File: src/rtl/omem_access_ctrl_pkg.sv
// Shared types and sizing for the output-memory access controller.
package omem_access_ctrl_pkg;

    localparam int NUM_SPE     = 5;
    localparam int OUT_DIM     = 21;
    localparam int ADDR_W      = 9;
    localparam int SUM_WIDTH   = 13;
    localparam int NUM_TSTEPS  = 2;
    localparam int NUM_NEURONS = OUT_DIM * OUT_DIM;

    // Identifier of the output memory within the accelerator's memory set.
    localparam logic [3:0] OMEM_ID = 4'h1;

    localparam int IDX_W = (NUM_SPE > 1) ? $clog2(NUM_SPE) : 1;
    localparam int CNT_W = $clog2(NUM_NEURONS + 1);
    localparam int TS_W  = (NUM_TSTEPS > 1) ? $clog2(NUM_TSTEPS) : 1;

    typedef enum logic {
        OP_WRITE_POT = 1'b0,
        OP_READ_PREV = 1'b1
    } op_e;

    typedef enum logic [1:0] {
        ARB     = 2'd0,
        RD_WAIT = 2'd1,
        RD_RSP  = 2'd2
    } state_e;

    // Expand a requester index into its one-hot position.
    function automatic logic [NUM_SPE-1:0] idx_to_onehot(input logic [IDX_W-1:0] idx);
        logic [NUM_SPE-1:0] oh;
        for (int i = 0; i < NUM_SPE; i++) begin
            oh[i] = (idx == IDX_W'(i));
        end
        return oh;
    endfunction

endpackage

File: src/rtl/omem_access_ctrl_if.sv
// Bundle of SPE request/response, OMEM port and timestep status signals.
interface omem_access_ctrl_if #(
    parameter int N  = omem_access_ctrl_pkg::NUM_SPE,
    parameter int AW = omem_access_ctrl_pkg::ADDR_W,
    parameter int SW = omem_access_ctrl_pkg::SUM_WIDTH
);
    logic [N-1:0]    req_valid;
    logic [N-1:0]    req_ready;
    logic [N-1:0]    req_op;
    logic [N*AW-1:0] req_addr;
    logic [N*SW-1:0] req_wdata;
    logic [N-1:0]    req_spike;
    logic [N-1:0]    rsp_valid;
    logic [N-1:0]    rsp_ready;
    logic [SW-1:0]   rsp_data;
    logic            mem_en;
    logic            mem_we;
    logic [AW-1:0]   mem_addr;
    logic [SW:0]     mem_wdata;
    logic [SW:0]     mem_rdata;
    logic            first_tstep;
    logic            tstep_done;

    // Controller side.
    modport slave (
        input  req_valid, req_op, req_addr, req_wdata, req_spike, rsp_ready, mem_rdata,
        output req_ready, rsp_valid, rsp_data, mem_en, mem_we, mem_addr, mem_wdata,
               first_tstep, tstep_done
    );

    // Requesters plus memory side.
    modport master (
        output req_valid, req_op, req_addr, req_wdata, req_spike, rsp_ready, mem_rdata,
        input  req_ready, rsp_valid, rsp_data, mem_en, mem_we, mem_addr, mem_wdata,
               first_tstep, tstep_done
    );
endinterface

File: src/rtl/omem_access_ctrl_rr_arbiter.sv
// Round-robin arbiter: combinational grant starting at the pointer, pointer
// advances past the granted requester whenever a grant is issued.
module omem_access_ctrl_rr_arbiter #(
    parameter int N  = 5,
    parameter int IW = (N > 1) ? $clog2(N) : 1
) (
    input  logic          clk,
    input  logic          rst,
    input  logic          en,
    input  logic [N-1:0]  req,
    output logic [N-1:0]  grant,
    output logic [IW-1:0] grant_idx,
    output logic          grant_vld
);
    localparam logic [IW:0] N_L = (IW + 1)'(N);

    logic [IW-1:0] ptr_r;
    logic [IW:0]   sum_s;
    logic [IW:0]   cand_s;
    logic [IW-1:0] grant_idx_s;
    logic          grant_vld_s;
    logic [N-1:0]  grant_s;

    // Search requesters starting at the pointer, wrapping N-1 -> 0.
    always_comb begin
        sum_s       = '0;
        cand_s      = '0;
        grant_idx_s = '0;
        grant_vld_s = 1'b0;
        for (int k = 0; k < N; k++) begin
            sum_s  = {1'b0, ptr_r} + (IW + 1)'(k);
            cand_s = (sum_s >= N_L) ? (sum_s - N_L) : sum_s;
            if (en && !grant_vld_s && req[cand_s[IW-1:0]]) begin
                grant_vld_s = 1'b1;
                grant_idx_s = cand_s[IW-1:0];
            end else begin
                grant_vld_s = grant_vld_s;
            end
        end
    end

    // Expand the winning index into the one-hot grant vector.
    always_comb begin
        grant_s = '0;
        for (int i = 0; i < N; i++) begin
            grant_s[i] = grant_vld_s && (grant_idx_s == IW'(i));
        end
    end

    // Pointer moves to the requester after the one just granted.
    always_ff @(posedge clk or posedge rst) begin
        if (rst) begin
            ptr_r <= '0;
        end else if (grant_vld_s) begin
            ptr_r <= (grant_idx_s == IW'(N - 1)) ? '0 : (grant_idx_s + IW'(1));
        end else begin
            ptr_r <= ptr_r;
        end
    end

    assign grant     = grant_s;
    assign grant_idx = grant_idx_s;
    assign grant_vld = grant_vld_s;

endmodule

File: src/rtl/omem_access_ctrl.sv
// Output-memory access controller: arbitrates the single OMEM port among the
// sum PEs, sequences reads back to their requester, and tracks timesteps.
module omem_access_ctrl
    import omem_access_ctrl_pkg::*;
(
    input  logic               clk,
    input  logic               rst,
    omem_access_ctrl_if.slave  bus
);
    state_e                 state_r;
    state_e                 state_nxt_s;
    logic                   arb_en_s;
    logic [NUM_SPE-1:0]     grant_s;
    logic [IDX_W-1:0]       grant_idx_s;
    logic                   grant_vld_s;
    logic                   grant_op_s;
    logic                   wr_accept_s;
    logic                   rd_accept_s;
    logic                   rsp_hs_s;
    logic                   last_wr_s;
    logic [TS_W-1:0]        tstep_nxt_s;

    logic                   mem_en_s;
    logic                   mem_we_s;
    logic [ADDR_W-1:0]      mem_addr_s;
    logic [SUM_WIDTH:0]     mem_wdata_s;

    logic [IDX_W-1:0]       rsp_idx_r;
    logic [SUM_WIDTH-1:0]   rsp_data_r;
    logic [NUM_SPE-1:0]     rsp_valid_r;
    logic [CNT_W-1:0]       wr_cnt_r;
    logic [TS_W-1:0]        tstep_r;
    logic                   first_tstep_r;
    logic                   tstep_done_r;

    // Grants only in ARB; held off while reset is applied so nothing is
    // accepted before the controller is running.
    assign arb_en_s = (state_r == ARB) && !rst;

    omem_access_ctrl_rr_arbiter #(
        .N (NUM_SPE)
    ) u_arb (
        .clk       (clk),
        .rst       (rst),
        .en        (arb_en_s),
        .req       (bus.req_valid),
        .grant     (grant_s),
        .grant_idx (grant_idx_s),
        .grant_vld (grant_vld_s)
    );

    assign grant_op_s  = bus.req_op[grant_idx_s];
    assign wr_accept_s = grant_vld_s && (grant_op_s == OP_WRITE_POT);
    assign rd_accept_s = grant_vld_s && (grant_op_s == OP_READ_PREV);
    assign rsp_hs_s    = (state_r == RD_RSP) && bus.rsp_ready[rsp_idx_r] && rsp_valid_r[rsp_idx_r];
    assign last_wr_s   = (wr_cnt_r == CNT_W'(NUM_NEURONS - 1));

    // Drive the OMEM port from the granted requester in its grant cycle.
    always_comb begin
        mem_en_s    = 1'b0;
        mem_we_s    = 1'b0;
        mem_addr_s  = '0;
        mem_wdata_s = '0;
        if (grant_vld_s) begin
            mem_en_s    = 1'b1;
            mem_we_s    = wr_accept_s;
            mem_addr_s  = bus.req_addr[grant_idx_s*ADDR_W +: ADDR_W];
            mem_wdata_s = wr_accept_s ?
                          {bus.req_spike[grant_idx_s], bus.req_wdata[grant_idx_s*SUM_WIDTH +: SUM_WIDTH]} :
                          '0;
        end else begin
            mem_en_s = 1'b0;
        end
    end

    // Next-state logic for the read sequencing FSM.
    always_comb begin
        state_nxt_s = state_r;
        case (state_r)
            ARB: begin
                if (rd_accept_s) begin
                    state_nxt_s = RD_WAIT;
                end else begin
                    state_nxt_s = ARB;
                end
            end
            RD_WAIT: state_nxt_s = RD_RSP;
            RD_RSP: begin
                if (rsp_hs_s) begin
                    state_nxt_s = ARB;
                end else begin
                    state_nxt_s = RD_RSP;
                end
            end
            default: state_nxt_s = ARB;
        endcase
    end

    // FSM state register.
    always_ff @(posedge clk or posedge rst) begin
        if (rst) begin
            state_r <= ARB;
        end else begin
            state_r <= state_nxt_s;
        end
    end

    // Remember the reader, capture memory data and present the response.
    always_ff @(posedge clk or posedge rst) begin
        if (rst) begin
            rsp_idx_r   <= '0;
            rsp_data_r  <= '0;
            rsp_valid_r <= '0;
        end else begin
            if (rd_accept_s) begin
                rsp_idx_r <= grant_idx_s;
            end else begin
                rsp_idx_r <= rsp_idx_r;
            end
            if (state_r == RD_WAIT) begin
                rsp_data_r  <= bus.mem_rdata[SUM_WIDTH-1:0];
                rsp_valid_r <= idx_to_onehot(rsp_idx_r);
            end else if (rsp_hs_s) begin
                rsp_valid_r <= '0;
            end else begin
                rsp_valid_r <= rsp_valid_r;
            end
        end
    end

    // Timestep index following the current one, wrapping after the last.
    always_comb begin
        tstep_nxt_s = '0;
        if (tstep_r == TS_W'(NUM_TSTEPS - 1)) begin
            tstep_nxt_s = '0;
        end else begin
            tstep_nxt_s = tstep_r + TS_W'(1);
        end
    end

    // Count neuron writes; the write completing the map closes the timestep.
    always_ff @(posedge clk or posedge rst) begin
        if (rst) begin
            wr_cnt_r      <= '0;
            tstep_r       <= '0;
            first_tstep_r <= 1'b1;
            tstep_done_r  <= 1'b0;
        end else if (wr_accept_s && last_wr_s) begin
            wr_cnt_r      <= '0;
            tstep_r       <= tstep_nxt_s;
            first_tstep_r <= (tstep_nxt_s == '0);
            tstep_done_r  <= 1'b1;
        end else if (wr_accept_s) begin
            wr_cnt_r      <= wr_cnt_r + CNT_W'(1);
            tstep_done_r  <= 1'b0;
        end else begin
            tstep_done_r  <= 1'b0;
        end
    end

    assign bus.req_ready   = grant_s;
    assign bus.mem_en      = mem_en_s;
    assign bus.mem_we      = mem_we_s;
    assign bus.mem_addr    = mem_addr_s;
    assign bus.mem_wdata   = mem_wdata_s;
    assign bus.rsp_valid   = rsp_valid_r;
    assign bus.rsp_data    = rsp_data_r;
    assign bus.first_tstep = first_tstep_r;
    assign bus.tstep_done  = tstep_done_r;

endmodule

File: src/flat_wrapper.sv
// flat-port wrapper written by rule: the top's interface ports become plain ports
module omem_access_ctrl_flat import omem_access_ctrl_pkg::*;
  (clk, rst, bus_req_valid, bus_req_op, bus_req_addr, bus_req_wdata, bus_req_spike, bus_rsp_ready, bus_mem_rdata, bus_req_ready, bus_rsp_valid, bus_rsp_data, bus_mem_en, bus_mem_we, bus_mem_addr, bus_mem_wdata, bus_first_tstep, bus_tstep_done);
  omem_access_ctrl_if bus_i ();
  input  logic clk;
  input  logic rst;
  input wire logic [$bits(bus_i.req_valid)-1:0] bus_req_valid;
  input wire logic [$bits(bus_i.req_op)-1:0] bus_req_op;
  input wire logic [$bits(bus_i.req_addr)-1:0] bus_req_addr;
  input wire logic [$bits(bus_i.req_wdata)-1:0] bus_req_wdata;
  input wire logic [$bits(bus_i.req_spike)-1:0] bus_req_spike;
  input wire logic [$bits(bus_i.rsp_ready)-1:0] bus_rsp_ready;
  input wire logic [$bits(bus_i.mem_rdata)-1:0] bus_mem_rdata;
  output wire logic [$bits(bus_i.req_ready)-1:0] bus_req_ready;
  output wire logic [$bits(bus_i.rsp_valid)-1:0] bus_rsp_valid;
  output wire logic [$bits(bus_i.rsp_data)-1:0] bus_rsp_data;
  output wire logic [$bits(bus_i.mem_en)-1:0] bus_mem_en;
  output wire logic [$bits(bus_i.mem_we)-1:0] bus_mem_we;
  output wire logic [$bits(bus_i.mem_addr)-1:0] bus_mem_addr;
  output wire logic [$bits(bus_i.mem_wdata)-1:0] bus_mem_wdata;
  output wire logic [$bits(bus_i.first_tstep)-1:0] bus_first_tstep;
  output wire logic [$bits(bus_i.tstep_done)-1:0] bus_tstep_done;
  assign bus_i.req_valid = bus_req_valid;
  assign bus_i.req_op = bus_req_op;
  assign bus_i.req_addr = bus_req_addr;
  assign bus_i.req_wdata = bus_req_wdata;
  assign bus_i.req_spike = bus_req_spike;
  assign bus_i.rsp_ready = bus_rsp_ready;
  assign bus_i.mem_rdata = bus_mem_rdata;
  assign bus_req_ready = bus_i.req_ready;
  assign bus_rsp_valid = bus_i.rsp_valid;
  assign bus_rsp_data = bus_i.rsp_data;
  assign bus_mem_en = bus_i.mem_en;
  assign bus_mem_we = bus_i.mem_we;
  assign bus_mem_addr = bus_i.mem_addr;
  assign bus_mem_wdata = bus_i.mem_wdata;
  assign bus_first_tstep = bus_i.first_tstep;
  assign bus_tstep_done = bus_i.tstep_done;
  omem_access_ctrl u_core (.clk(clk), .rst(rst), .bus(bus_i));
endmodule
File: config.mk
export PLATFORM = sky130hd
export DESIGN_NAME = omem_access_ctrl_flat
export DESIGN_NICKNAME = d
export VERILOG_FILES = /design/src/rtl/omem_access_ctrl_pkg.sv /design/src/rtl/omem_access_ctrl_if.sv /design/src/rtl/omem_access_ctrl_rr_arbiter.sv /design/src/rtl/omem_access_ctrl.sv /design/src/flat_wrapper.sv
export SDC_FILE = /design/constraint.sdc
export NUM_CORES = 1
export LEC_CHECK = 0
export ABC_AREA = 1
export BUFFER_PORTS_ARGS = -buffer_cell sky130_fd_sc_hd__buf_2
export CORE_UTILIZATION = 45
export CTS_CLUSTER_SIZE = 10
export DETAILED_ROUTE_END_ITERATION = 8
export GPL_TIMING_DRIVEN = 0
export PLACE_DENSITY = 0.85
export RECOVER_POWER = 25
export SETUP_SLACK_MARGIN = 0.02
export SLEW_MARGIN = 0
export SYNTH_ARGS = -nofsm -noshare
export SYNTH_HDL_FRONTEND = slang
export SYNTH_SLANG_ARGS = --single-unit
File: constraint.sdc
create_clock -name clk -period 5.7 [get_ports clk]
set_input_delay 1.14 -clock clk [delete_from_list [all_inputs] [get_ports clk]]
set_output_delay 1.14 -clock clk [all_outputs]
set_load 0.005 [all_outputs]
==> impl_metrics.ini <==
[outcome]
status = completed

[final_layout]
layout-drive-gt1-share = 0.302
post_layout_nonfiller_instances = 949
fillCellCount = 848
multi_input_comb_area_sq_mm = 0.00260
postLayoutCellArea_sq_mm = 0.00515
area_growth_pct = 31.1
seq_area_sq_um = 952
finalNetCount = 1003

[timing]
setup_violations = 0
slew_violations = 0
rsz0062_at_grt = no
worstMarginPinSlew_ns = 1.44
post_route_clock_period_utilization = 0.919
max_slew_margin = 0.0372
finalClockSkew_ns = 0.00548
time_the_worst_path_needs_with_i_o_delays_and_setup_ns = 5.24
final_hold_viol_count = 0
achievable-frequency_mhz = 191
fin_setup_tns_ns = 0

[worst_setup_path]
critPathLaunchType = flop
timing.critical_path.max_delay_family = simple AND/OR/NAND/NOR gates
r2r-end = u_core.u_arb.ptr_r[2]
r2r-start = u_core.u_arb.ptr_r[0]
path_cells = buf_4 -> inv_4 -> ha_1 -> inv_1 -> fa_1 -> inv_1 -> nand2_1 -> o21ai_1 -> inv_1 -> nand3_1 -> nand3_1 -> nand3_1 -> nand3_2 -> nor2_4 -> nand3_1 -> nand2_1 -> buf_1 -> ha_1 -> inv_1 -> nor2_1 -> buf_2
critical_path_arrival_ns = 4.10
worstSetupStartpoint = u_core.u_arb.ptr_r[0]
setup_slack_on_the_worst_flop_to_flop_path_ns = 1.69
slowest_stage = sky130_fd_sc_hd__buf_1
crit_type = reg -> out
worst-path-buf-inv = 8
timing.critical_path.required_ns = 4.56
critical_path.max_stage_delay_ns = 0.43
r2r_cells = 23
crit_path_max_fanout = 11
worst_setup_path_end_kind = primary output

[placed_design]
placement.io_buffers = 194
place_area_sq_mm = 0.00503
detailedPlacementHpwl_microns = 10300
gp_routability_congestion = 0.922
post-place-cells = 939

[die]
ioPinCount = 196
initial_core_utilization = 0.471
die-width_microns = 95.5
core_area_sq_mm = 0.00834
die_area_sq_mm = 0.00911
die_outline_height_microns = 95.5
placement_rows = 33

[synth]
post-synth-top-count-cell = sky130_fd_sc_hd__nand2_1
yosysTopAreaCell = sky130_fd_sc_hd__dfrtp_1
synth_enable_flop_cells = 0
syn_area_per_cell_sq_um = 6.14
synth-async-reset-ratio = 1.00
post_synthesis_cell_count = 640
synth.yosys.warnings = 0
netlist_cell_types = 43
seq_area_frac_synth = 0.242
synthesis.area_sq_mm = 0.00393
yosys-top-cells-area = sky130_fd_sc_hd__dfrtp_1 24%, sky130_fd_sc_hd__nand2_1 20%, sky130_fd_sc_hd__nand3_1 13%, sky130_fd_sc_hd__inv_1 5.2%, sky130_fd_sc_hd__nor2_1 5.0%
synthFlopType = sky130_fd_sc_hd__dfrtp_1
synth_top_area_frac = 0.236
commonest_cells_in_the_netlist = 213 x sky130_fd_sc_hd__nand2_1, 102 x sky130_fd_sc_hd__nand3_1, 54 x sky130_fd_sc_hd__inv_1
synth.net_count = 802
postSynthRegisterBits = 38

[drt]
vias = 4978
drcViolationCount = 0
router_iterations_before_antenna_repair = 5
vias_per_cell = 5.25
final_antenna_net_count = 0
starting_drt_drc_count = 236
totalWireLength_microns = 12900
wl_per_instance_microns = 13.6

[run]
maxCapViolCount = 0

[hold_path]
min_path_type = reg -> reg
hold_path_end = u_core.bus.first_tstep
timing.hold.worst.start = u_core.bus.first_tstep
hold_path_depth = 2

[clock_tree]
tritoncts_clock_tree = built
worstSkewPairLatency_ns = 0.29
clk_root_buffer_cell = sky130_fd_sc_hd__clkbuf_8
cts_hold_buf = 0
clock_buffer_count_from_cts = 5
post-cts-setup-buffer-count = 0
clockBufferDepth = 2
clk_pin_slew_ns = 0.08
resized_gates_after_cts = 0
ctsHtreeMaxLevel = 2
clock_sink_count = 38

[global_route]
grt_usage = 0.278
grt_pass1_wl_microns = 20200
grt_pass1_vias = 4430
grt_antenna_before_repair = 2
grt-ovfl-total = 0
grt_start_max_net_pins = 39
worst max path at each step:
stage,end,cells past startpoint
after CTS,bus_req_ready[3],24
after global routing,bus_mem_wdata[12],25
after floorplan,bus_req_ready[3],23
after global placement,bus_req_ready[3],24
after detailed placement,bus_req_ready[3],24
final,bus_req_ready[4],21
through the flow:
step                hold WS, ns  setup WS (ns)  utilization
floorplan                 0.457           1.34            -
global placement          0.456          0.642        0.604
detailed placement        0.464          0.590        0.604
CTS                       0.483          0.266        0.617
global route              0.507         0.0825        0.618
finish                    0.477          0.461        0.618
worst register-to-register path, cell delays in order (launching register included):
cell	delay (ns)
sky130_fd_sc_hd__dfrtp_1	0.40
sky130_fd_sc_hd__buf_4	0.19
sky130_fd_sc_hd__inv_4	0.10
sky130_fd_sc_hd__ha_1	0.15
sky130_fd_sc_hd__inv_1	0.04
sky130_fd_sc_hd__fa_1	0.37
sky130_fd_sc_hd__inv_1	0.08
sky130_fd_sc_hd__nand2_1	0.09
sky130_fd_sc_hd__o21ai_1	0.30
sky130_fd_sc_hd__nand3_1	0.12
sky130_fd_sc_hd__nand3_1	0.10
sky130_fd_sc_hd__nand3_1	0.22
sky130_fd_sc_hd__inv_1	0.15
sky130_fd_sc_hd__nand4_1	0.10
sky130_fd_sc_hd__nand2_1	0.08
sky130_fd_sc_hd__inv_1	0.05
sky130_fd_sc_hd__nand2_1	0.05
sky130_fd_sc_hd__nand2_1	0.05
sky130_fd_sc_hd__nand2_1	0.24
sky130_fd_sc_hd__clkbuf_2	0.32
sky130_fd_sc_hd__ha_1	0.20
sky130_fd_sc_hd__ha_1	0.23
sky130_fd_sc_hd__nor3_1	0.17
sky130_fd_sc_hd__o21bai_1	0.13
kinds of logic (layout without fill, tap and decap cells):
family	after synthesis	after routing	synth area share
AO/OA/AOI/OAI	71	71	0.102
XOR/XNOR	8	8	0.0178
adder cells (fa/ha/maj)	16	16	0.0528
buffers and inverters	87	289	0.0964
flip-flops	38	38	0.242
other	0	2	0
AND/OR/NAND/NOR	420	420	0.489
metal layers:
metal,vias to the layer above,global-route usage,part of all wire
met1,2213,0.339,0.40
li1,2503,-,-
met4,0,0.117,0.032
met2,232,0.490,0.50
met5,-,0,0
met3,30,0.0367,0.071
cells in the final DEF (no fill, tap or decap), drive strengths merged, types with 14 or more instances in the layout:
cell type,synthesis,layout
nor3,14,14
dfrtp,37,37
inv,62,62
a21oi,20,20
clkbuf,10,18
o21ai,31,31
nor2,57,57
ha,15,15
buf,15,208
nand3,108,108
nand2,222,222
flip-flops by register name, indices dropped and copies added, names as in the netlist:
signal	count
u_core.tstep_r	1
u_core.bus.rsp_data	13
u_core.bus.rsp_valid	5
u_core.rsp_idx_r	3
u_core.u_arb.ptr_r	3
u_core.bus.tstep_done	1
u_core.wr_cnt_r	9
u_core.state_r	2
u_core.bus.first_tstep	1
cell type report:
class | count | share of cell area
multi-input combinational | 515 | 0.504
timing repair buffer | 194 | 0.188
sequential | 38 | 0.185
inverter | 62 | 0.0461
buffer | 25 | 0.0277
tap | 105 | 0.0255
clock buffer | 7 | 0.0167
clock inverter | 1 | 0.00583
antenna | 2 | 0.000971
Power is left out: the tool's default activity adds up to more than one toggle a clock period on the data nets, which glitch-free logic cannot reach.
